File: src/rtl/controller_pkg.sv
// Shared constants and types for the NES controller poller: button bit
// positions, FSM state encoding and default phase timing.
package controller_pkg;

  localparam int BTN_A      = 0;
  localparam int BTN_B      = 1;
  localparam int BTN_SELECT = 2;
  localparam int BTN_START  = 3;
  localparam int BTN_UP     = 4;
  localparam int BTN_DOWN   = 5;
  localparam int BTN_LEFT   = 6;
  localparam int BTN_RIGHT  = 7;

  localparam int LATCH_CYCLES_DEF = 300;
  localparam int HALF_CYCLES_DEF  = 150;

  typedef enum logic [2:0] {
    ST_IDLE  = 3'd0,
    ST_LATCH = 3'd1,
    ST_LOW   = 3'd2,
    ST_HIGH  = 3'd3,
    ST_DONE  = 3'd4
  } state_e;

  function automatic int max_int(input int a, input int b);
    return (a > b) ? a : b;
  endfunction

endpackage

File: src/rtl/nes_controller_reader_if.sv
// Controller-side and consumer-side signals of the poller, bundled so the
// reader and its environment connect through one port.
interface nes_controller_reader_if;
  logic       poll_start;
  logic       ctrl_data;
  logic       ctrl_latch;
  logic       ctrl_pulse;
  logic [7:0] buttons;
  logic [7:0] pressed;
  logic       valid;
  logic       busy;

  modport master (
    output poll_start, ctrl_data,
    input  ctrl_latch, ctrl_pulse, buttons, pressed, valid, busy
  );

  modport slave (
    input  poll_start, ctrl_data,
    output ctrl_latch, ctrl_pulse, buttons, pressed, valid, busy
  );
endinterface

File: src/rtl/nes_controller_reader_sync2.sv
// Two-flop synchronizer for the asynchronous controller data line; resets
// to 1 because the line idles high.
module sync2 (
  input  logic clk_i,
  input  logic rst_i,
  input  logic d_i,
  output logic q_o
);
  logic [1:0] sync_q;

  always_ff @(posedge clk_i) begin
    if (rst_i) begin
      sync_q <= 2'b11;
    end else begin
      sync_q <= {sync_q[0], d_i};
    end
  end

  assign q_o = sync_q[1];
endmodule

File: src/rtl/nes_controller_reader.sv
// Polls a serial NES controller once per poll_start and publishes a
// two-poll debounced button level plus a one-cycle press-edge vector.
module nes_controller_reader
  import controller_pkg::*;
#(
  parameter int LATCH_CYCLES = LATCH_CYCLES_DEF,
  parameter int HALF_CYCLES  = HALF_CYCLES_DEF
) (
  input  logic                    clk25,
  input  logic                    reset,
  nes_controller_reader_if.slave  bus
);
  localparam int CNT_MAX = max_int(LATCH_CYCLES, HALF_CYCLES);
  localparam int CNT_W   = ($clog2(CNT_MAX) < 1) ? 1 : $clog2(CNT_MAX);
  localparam logic [CNT_W-1:0] LATCH_LAST = CNT_W'(LATCH_CYCLES - 1);
  localparam logic [CNT_W-1:0] HALF_LAST  = CNT_W'(HALF_CYCLES - 1);

  state_e           state_q;
  logic [CNT_W-1:0] cnt_q;
  logic [2:0]       bit_idx_q;
  logic [7:0]       raw_q;
  logic [7:0]       prev_raw_q;
  logic [7:0]       buttons_q;
  logic [7:0]       pressed_q;
  logic             valid_q;
  logic             busy_q;
  logic             latch_q;
  logic             pulse_q;
  logic             data_sync_s;
  logic             data_raw_s;
  logic [7:0]       buttons_d;

  sync2 u_sync2 (
    .clk_i (clk25),
    .rst_i (reset),
    .d_i   (bus.ctrl_data),
    .q_o   (data_sync_s)
  );

  // Controller line is active-low: a pressed button reads as 0.
  assign data_raw_s = ~data_sync_s;

  always_comb begin
    buttons_d = buttons_q;
    if (raw_q == prev_raw_q) begin
      buttons_d = raw_q;
    end else begin
      buttons_d = buttons_q;
    end
  end

  always_ff @(posedge clk25) begin
    if (reset) begin
      state_q    <= ST_IDLE;
      cnt_q      <= '0;
      bit_idx_q  <= 3'd0;
      raw_q      <= 8'h00;
      prev_raw_q <= 8'h00;
      buttons_q  <= 8'h00;
      pressed_q  <= 8'h00;
      valid_q    <= 1'b0;
      busy_q     <= 1'b0;
      latch_q    <= 1'b0;
      pulse_q    <= 1'b0;
    end else begin
      valid_q   <= 1'b0;
      pressed_q <= 8'h00;
      case (state_q)
        ST_IDLE: begin
          if (bus.poll_start) begin
            state_q   <= ST_LATCH;
            cnt_q     <= '0;
            bit_idx_q <= 3'd0;
            latch_q   <= 1'b1;
            busy_q    <= 1'b1;
          end
        end
        ST_LATCH: begin
          if (cnt_q == LATCH_LAST) begin
            cnt_q   <= '0;
            latch_q <= 1'b0;
            state_q <= ST_LOW;
          end else begin
            cnt_q <= cnt_q + CNT_W'(1);
          end
        end
        // Sample on the last LOW cycle, long after the synchronizer settled.
        ST_LOW: begin
          if (cnt_q == HALF_LAST) begin
            cnt_q            <= '0;
            raw_q[bit_idx_q] <= data_raw_s;
            if (bit_idx_q == 3'd7) begin
              state_q <= ST_DONE;
            end else begin
              state_q <= ST_HIGH;
              pulse_q <= 1'b1;
            end
          end else begin
            cnt_q <= cnt_q + CNT_W'(1);
          end
        end
        ST_HIGH: begin
          if (cnt_q == HALF_LAST) begin
            cnt_q     <= '0;
            pulse_q   <= 1'b0;
            bit_idx_q <= bit_idx_q + 3'd1;
            state_q   <= ST_LOW;
          end else begin
            cnt_q <= cnt_q + CNT_W'(1);
          end
        end
        ST_DONE: begin
          buttons_q  <= buttons_d;
          prev_raw_q <= raw_q;
          pressed_q  <= buttons_d & ~buttons_q;
          valid_q    <= 1'b1;
          busy_q     <= 1'b0;
          state_q    <= ST_IDLE;
        end
        default: begin
          state_q <= ST_IDLE;
          latch_q <= 1'b0;
          pulse_q <= 1'b0;
          busy_q  <= 1'b0;
        end
      endcase
    end
  end

  assign bus.ctrl_latch = latch_q;
  assign bus.ctrl_pulse = pulse_q;
  assign bus.buttons    = buttons_q;
  assign bus.pressed    = pressed_q;
  assign bus.valid      = valid_q;
  assign bus.busy       = busy_q;
endmodule
File: src/flat_wrapper.sv
// flat-port wrapper written by rule: the top's interface ports become plain ports
module nes_controller_reader_flat import controller_pkg::*;
#(
  parameter int LATCH_CYCLES = LATCH_CYCLES_DEF,
  parameter int HALF_CYCLES  = HALF_CYCLES_DEF
)
  (clk25, reset, bus_poll_start, bus_ctrl_data, bus_ctrl_latch, bus_ctrl_pulse, bus_buttons, bus_pressed, bus_valid, bus_busy);
  nes_controller_reader_if bus_i ();
  input  logic clk25;
  input  logic reset;
  input wire logic [$bits(bus_i.poll_start)-1:0] bus_poll_start;
  input wire logic [$bits(bus_i.ctrl_data)-1:0] bus_ctrl_data;
  output wire logic [$bits(bus_i.ctrl_latch)-1:0] bus_ctrl_latch;
  output wire logic [$bits(bus_i.ctrl_pulse)-1:0] bus_ctrl_pulse;
  output wire logic [$bits(bus_i.buttons)-1:0] bus_buttons;
  output wire logic [$bits(bus_i.pressed)-1:0] bus_pressed;
  output wire logic [$bits(bus_i.valid)-1:0] bus_valid;
  output wire logic [$bits(bus_i.busy)-1:0] bus_busy;
  assign bus_i.poll_start = bus_poll_start;
  assign bus_i.ctrl_data = bus_ctrl_data;
  assign bus_ctrl_latch = bus_i.ctrl_latch;
  assign bus_ctrl_pulse = bus_i.ctrl_pulse;
  assign bus_buttons = bus_i.buttons;
  assign bus_pressed = bus_i.pressed;
  assign bus_valid = bus_i.valid;
  assign bus_busy = bus_i.busy;
  nes_controller_reader #(.LATCH_CYCLES(LATCH_CYCLES), .HALF_CYCLES(HALF_CYCLES)) u_core (.clk25(clk25), .reset(reset), .bus(bus_i));
endmodule
File: config.mk
export PLATFORM = sky130hd
export DESIGN_NAME = nes_controller_reader_flat
export DESIGN_NICKNAME = d
export VERILOG_FILES = /design/src/rtl/controller_pkg.sv /design/src/rtl/nes_controller_reader_if.sv /design/src/rtl/nes_controller_reader_sync2.sv /design/src/rtl/nes_controller_reader.sv /design/src/flat_wrapper.sv
export SDC_FILE = /design/constraint.sdc
export NUM_CORES = 1
export LEC_CHECK = 0
export BUFFER_PORTS_ARGS = -buffer_cell sky130_fd_sc_hd__buf_2
export CAP_MARGIN = 20
export CORE_UTILIZATION = 39
export DETAILED_ROUTE_END_ITERATION = 8
export GPL_TIMING_DRIVEN = 0
export SLEW_MARGIN = 20
export SYNTH_ARGS = -nofsm -noshare
export SYNTH_HDL_FRONTEND = slang
export SYNTH_HIERARCHICAL = 1
export SYNTH_SLANG_ARGS = --single-unit
export TNS_END_PERCENT = 1
File: constraint.sdc
create_clock -name clk25 -period 4.5 [get_ports clk25]
set_input_delay 0.45 -clock clk25 [delete_from_list [all_inputs] [get_ports clk25]]
set_output_delay 0.45 -clock clk25 [all_outputs]
set_load 0.05 [all_outputs]
==> results of run 1 <==
==> report_power, final <==
group	switching, mW	internal (mW)
registers	0.00619	0.480
logic	0.0766	0.0373
clock network	0.159	0.111
==> sequential cells by signal (all words and copies together) (netlist names), 2 cells and up <==
signal / cells
u_core/bit_idx_q: 3
u_core/bus.buttons: 8
u_core/bus.pressed: 8
u_core/cnt_q: 9
u_core/prev_raw_q: 8
u_core/raw_q: 8
u_core/state_q: 3
u_core/u_sync2/sync_q: 2
==> synthesized netlist by cell type (3+ instances only) <==
library cell | n | area, sq um
a21oi_1 | 15 | 75.1
buf_2 | 7 | 35.0
clkbuf_1 | 7 | 26.3
nand2b_1 | 22 | 138
ha_1 | 4 | 50.1
dfxtp_1 | 53 | 1060
nor3b_1 | 12 | 90.1
nor4bb_1 | 3 | 30.0
nand3_1 | 6 | 30.0
inv_1 | 5 | 18.8
o22ai_1 | 6 | 37.5
nand2_1 | 16 | 60.1
xor2_1 | 8 | 70.1
nor3_1 | 9 | 45.0
nand4_1 | 4 | 25.0
o21a_1 | 3 | 22.5
nor2_1 | 15 | 56.3
mux2i_1 | 27 | 270
==> layout make-up <==
cell class / instances / area (sq um) / share of cell area
Clock buffer: 5 / 68.8 / 0.0252
Tap cell: 75 / 93.8 / 0.0344
Clock inverter: 3 / 22.5 / 0.00825
Timing Repair Buffer: 23 / 115 / 0.0421
Inverter: 5 / 18.8 / 0.00687
Sequential cell: 53 / 1060 / 0.388
Multi-Input combinational cell: 183 / 1250 / 0.459
Buffer: 20 / 97.6 / 0.0357
==> metrics by stage <==
stage | total power [mW] | hold WS (ps) | setup slack (ps) | std cells
after floorplan | 0.582 | 383 | 2890 | 261
after CTS | 0.883 | 311 | 2620 | 367
after global placement | 0.610 | 387 | 2450 | 359
after global routing | 0.917 | 324 | 2350 | 367
final | 0.870 | 320 | 2570 | 367
after detailed placement | 0.610 | 402 | 2430 | 359
==> per-layer routing <==
layer,up-vias,share of wire,GRT usage
met5,-,0,0
met2,26,0.45,0.253
met4,0,0.0055,0.0536
met1,881,0.52,0.230
li1,970,-,-
met3,2,0.029,0.0360
==> path summary, 6_finish.rpt <==
path,from,slack (ps),end,cells after the start
setup / recovery,u_core/cnt_q[0]$_SDFFE_PP0P_,2570,u_core/cnt_q[2]$_SDFFE_PP0P_,6
hold / removal,bus_ctrl_data,320,u_core/u_sync2/sync_q[0]$_SDFF_PP1_,2
setup reg to reg,u_core/cnt_q[0]$_SDFFE_PP0P_,2570,u_core/cnt_q[2]$_SDFFE_PP0P_,6
hold reg to reg,u_core/u_sync2/sync_q[0]$_SDFF_PP1_,430,u_core/u_sync2/sync_q[1]$_SDFF_PP1_,1
==> cell families after synthesis <==
family,Yosys count
AOI/OAI and AO/OA,36
adders and majority gates,4
DFF,53
xor gates and xnor gates,8
buffers and inverters,25
and+or+nand+nor,108
muxes,27
==> run metrics, run 1 <==
IO Count=24; Tcrit/Tclk final=0.428; global-route wire length before repair=8.34 mm; Rows=28; share of cells above drive strength 1=0.161; nature of the critical path startpoint=register; DRT Wirelength=4.93 mm; Clk pin slew, worst setup/hold paths=100 ps; Final min period=1930 ps; # DRC=0; RSZ-0062 raised after global routing=no; Final setup viols=0; Ant. Diodes=0; Overall Global Routing Usage=0.165; Design Area, Final=0.00273 sq mm; Simple-Gate Fraction of Synth Area=0.264; post-synthesis cell count=261; synthesized area per cell=9.31 sq um; crit-path cells=ha_1 > nor4bb_1 > a21oi_1 > buf_2 > o22ai_1 > a21oi_1; Slowest-stage cell, CP=nor4bb_1; TritonCTS Buffers=5; 1st-iter DRT viols=76; Hold Path Class=primary input to register; cts hold-fix bufs=0; initial antenna violation count=0; most frequent cells in the layout=dfxtp_1 (53), buf_2 (30), mux2i_1 (27); Wirelength per Cell=13.4 um; final hold vios=0; number of max-cap violations=0; Sink Count=53; most common cell after layout, fill and taps aside=dfxtp_1; post_cts resized=0; Max Freq=519 MHz; CP required=4670 ps; core area=0.00596 sq mm; Setup crit end kind=register; Syn Nets=269; CP max FO=10; Synth-to-Final Area Change=12.4%; #FFs+latches synth=53; Final #Nets=299; vias in the first global route=1,760; main combinational cell family by area after synthesis=simple AND/OR/NAND/NOR gates; vias per cell=5.12; total grt overflow=0; fill cell count=594; Worst slew margin=0.629; mux share of post-synthesis cell area=0.111; Post-CTS Setup Inserts=0; die extent in y=81.0 um; asr flop ratio synth=0; Worst path most repeated cell=a21oi_1; Layout Utilization=0.459; slowest stage delay, CP=440 ps; WP data arrival=2100 ps; CTS H-tree depth=2; crit path kind=register to register; Adder-Cell Fraction of Synth Area=0.0206; Initial Util=0.408; Pins Over Slew Limit=0; CP Buf/Inv Count=1; Clock Tree Root=clkbuf_8; largest net degree at the start of global routing=18; Seq/Total Area, Yosys=0.436; Die Wd=81.0 um; via count=1,879; Clock Skews=7.66 ps; xor/xnor share of the synthesized area=0.0288; CP top delay family=simple AND/OR/NAND/NOR gates; Detailed Place HPWL=3.39 mm; input/output buffers=23; Pleak=1.07 nW; post-synth design cell area=0.00243 sq mm; die area=0.00655 sq mm; Ys Warns=6; Worst-Skew Late Latency=300 ps; Setup TNS Final=0 ps; Post-DRT Antenna Nets=0; number of synthesized flops with an enable pin=0; power density cells=318 mW/mm^2; CTS tree=built; cell area after placement=0.00264 sq mm; Pre-antenna DRT Iters=4; post-synthesis compound-gate area fraction=0.0911; Max IR drop VDD=0.180 mV; dominant synthesized flop cell=dfxtp_1; Worst Tran Pin Value=551 ps; status=finished clean; Netlist cell types=45; Routability Congestion=0.775; CTS max path bufs=2
Power figures use the tool's default switching activity.
==> run 2, diff against run 1 <==
- clock period: 4.5 -> 2.01 ns (I/O delays scaled with it)
==> run 2 against run 1 <==
  * Routed wire length down 0.61%
  * Sequential cell count unchanged
  * Global-route usage unchanged
==> run metrics, run 2 (synthesis results as in run 1) <==
Pins Over Slew Limit=0; 1st-iter DRT viols=81; Routability Congestion=0.775; total grt overflow=0; CTS H-tree depth=2; core area=0.00596 sq mm; worst r2r dst=u_core/cnt_q[2]$_SDFFE_PP0P_; Final min period=1840 ps; crit path kind=register to register; Sink Count=53; number of max-cap violations=0; most common cell after layout, fill and taps aside=dfxtp_1; hold path start=bus_ctrl_data; slowest stage delay, CP=410 ps; Clock Skews=8.77 ps; hold slack=73.4 ps; DRT Wirelength=4.90 mm; largest net degree at the start of global routing=18; TritonCTS Buffers=5; Clk pwr share=0.309; Post-DRT Antenna Nets=0; Initial Util=0.408; Max Freq=543 MHz; vias in the first global route=1,760; net switching power=0.537 mW; crit-path cells=inv_1 > ha_1 > and4b_1 > a21oi_2 > buf_2 > o22ai_1 > a21oi_1; Worst slew margin=0.629; Max IR drop VDD=0.402 mV; global-route wire length before repair=8.34 mm; CP required=2240 ps; Worst R2R Path Depth=7; Rows=28; Critical R2R Launch=u_core/cnt_q[1]$_SDFFE_PP0P_; IO Count=24; hold endpoint=u_core/u_sync2/sync_q[0]$_SDFF_PP1_; power density cells=707 mW/mm^2; status=finished clean; initial antenna violation count=0; combinational power share=0.131; Layout Utilization=0.461; CTS max path bufs=2; input/output buffers=23; Hold Path Class=primary input to register; most frequent cells in the layout=dfxtp_1 (53), buf_2 (30), mux2i_1 (27); post-placement cell count=359; share of cells above drive strength 1=0.164; Overall Global Routing Usage=0.165; max FFs per register=9; CP max FO=10; vias per cell=5.16; Final setup viols=0; Slowest-stage cell, CP=dfxtp_1; fill cell count=595; Tcrit/Tclk final=0.916; Wirelength per Cell=13.3 um; via count=1,893; Final #Nets=299; Int Power=1.41 mW; Pre-antenna DRT Iters=4; Largest Register=u_core/cnt_q; Die Wd=81.0 um; die area=0.00655 sq mm; nature of the critical path startpoint=register; Final Non-Filler Cells=367; Worst Tran Pin Value=551 ps; CTS tree=built; final hold vios=0; Sw Ratio=0.276; Detailed Place HPWL=3.39 mm; # DRC=0; Worst-Skew Late Latency=300 ps; Clk pin slew, worst setup/hold paths=100 ps; Synth-to-Final Area Change=13.0%; Pleak=1.07 nW; Post-CTS Setup Inserts=0; Clock Tree Root=clkbuf_8; hold depth=2; Ant. Diodes=0; die extent in y=81.0 um; Setup crit end kind=register; Reg power frac=0.560; Worst R2R Setup Slack=170 ps; WP data arrival=2070 ps
[run 2: per-layer routing]
layer | GRT usage | up-vias | part of all wire
met5 | 0 | - | 0
met4 | 0.0536 | 0 | 0.0055
met3 | 0.0360 | 2 | 0.031
met2 | 0.253 | 27 | 0.45
met1 | 0.230 | 892 | 0.51
li1 | - | 972 | -
[run 2: cell type report]
| class | count | area, sq um | area share |
|---|---|---|---|
| multi-input combinational | 183 | 1270 | 0.462 |
| sequential | 53 | 1060 | 0.386 |
| timing repair buffer | 23 | 115 | 0.0419 |
| buffer | 20 | 97.6 | 0.0355 |
| tap | 75 | 93.8 | 0.0342 |
| clock buffer | 5 | 68.8 | 0.0250 |
| clock inverter | 3 | 22.5 | 0.00820 |
| inverter | 5 | 18.8 | 0.00683 |
[run 2: metrics by stage]
step / cell area [sq um] / setup TNS, ps / power, mW / setup WS [ps]
2_1_floorplan: 2430 / 0 / 1.30 / 402
3_3_place_gp: 2640 / 0 / 1.37 / 106
3_5_place_dp: 2640 / 0 / 1.37 / 152
4_1_cts: 2730 / 0 / 1.98 / 131
5_1_grt: 2750 / -8.93 / 2.06 / -8.93
6_report: 2750 / 0 / 1.94 / 169
[run 2: how the worst max path moves through the flow]
stage | startpoint | to | cells after the start | slack [ps]
after global routing | u_core/cnt_q[1]$_SDFFE_PP0P_ | u_core/state_q[0]$_SDFFE_PP0P_ | 7 | -9
after global placement | u_core/cnt_q[0]$_SDFFE_PP0P_ | u_core/cnt_q[7]$_SDFFE_PP0P_ | 6 | 110
after floorplan | u_core/cnt_q[0]$_SDFFE_PP0P_ | u_core/cnt_q[7]$_SDFFE_PP0P_ | 6 | 400
after CTS | u_core/cnt_q[0]$_SDFFE_PP0P_ | u_core/cnt_q[2]$_SDFFE_PP0P_ | 6 | 130
after detailed placement | u_core/cnt_q[0]$_SDFFE_PP0P_ | u_core/cnt_q[7]$_SDFFE_PP0P_ | 6 | 150
final | u_core/cnt_q[1]$_SDFFE_PP0P_ | u_core/cnt_q[2]$_SDFFE_PP0P_ | 7 | 170
[run 2: what timing repair did]
item,CTS,global route
hold buffers,0,0
hold endpoints to repair,0,0
gates resized for setup,0,3
setup endpoints to repair,0,11
[run 2: power groups by stage]
stage	Sequential [mW]	Clock [mW]	Combinational [mW]
floorplan	1.14	0	0.162
global placement	1.11	0	0.253
detailed placement	1.11	0	0.253
CTS	1.09	0.634	0.255
global route	1.09	0.678	0.284
finish	1.09	0.600	0.256
[run 2: worst max-delay path: cells and delay by family, from the launching register on]
family	cells	cell delay, ps
compound gates	3	590
flops	1	410
buf+inv	2	370
simple gates	1	220
fa+ha+maj	1	170
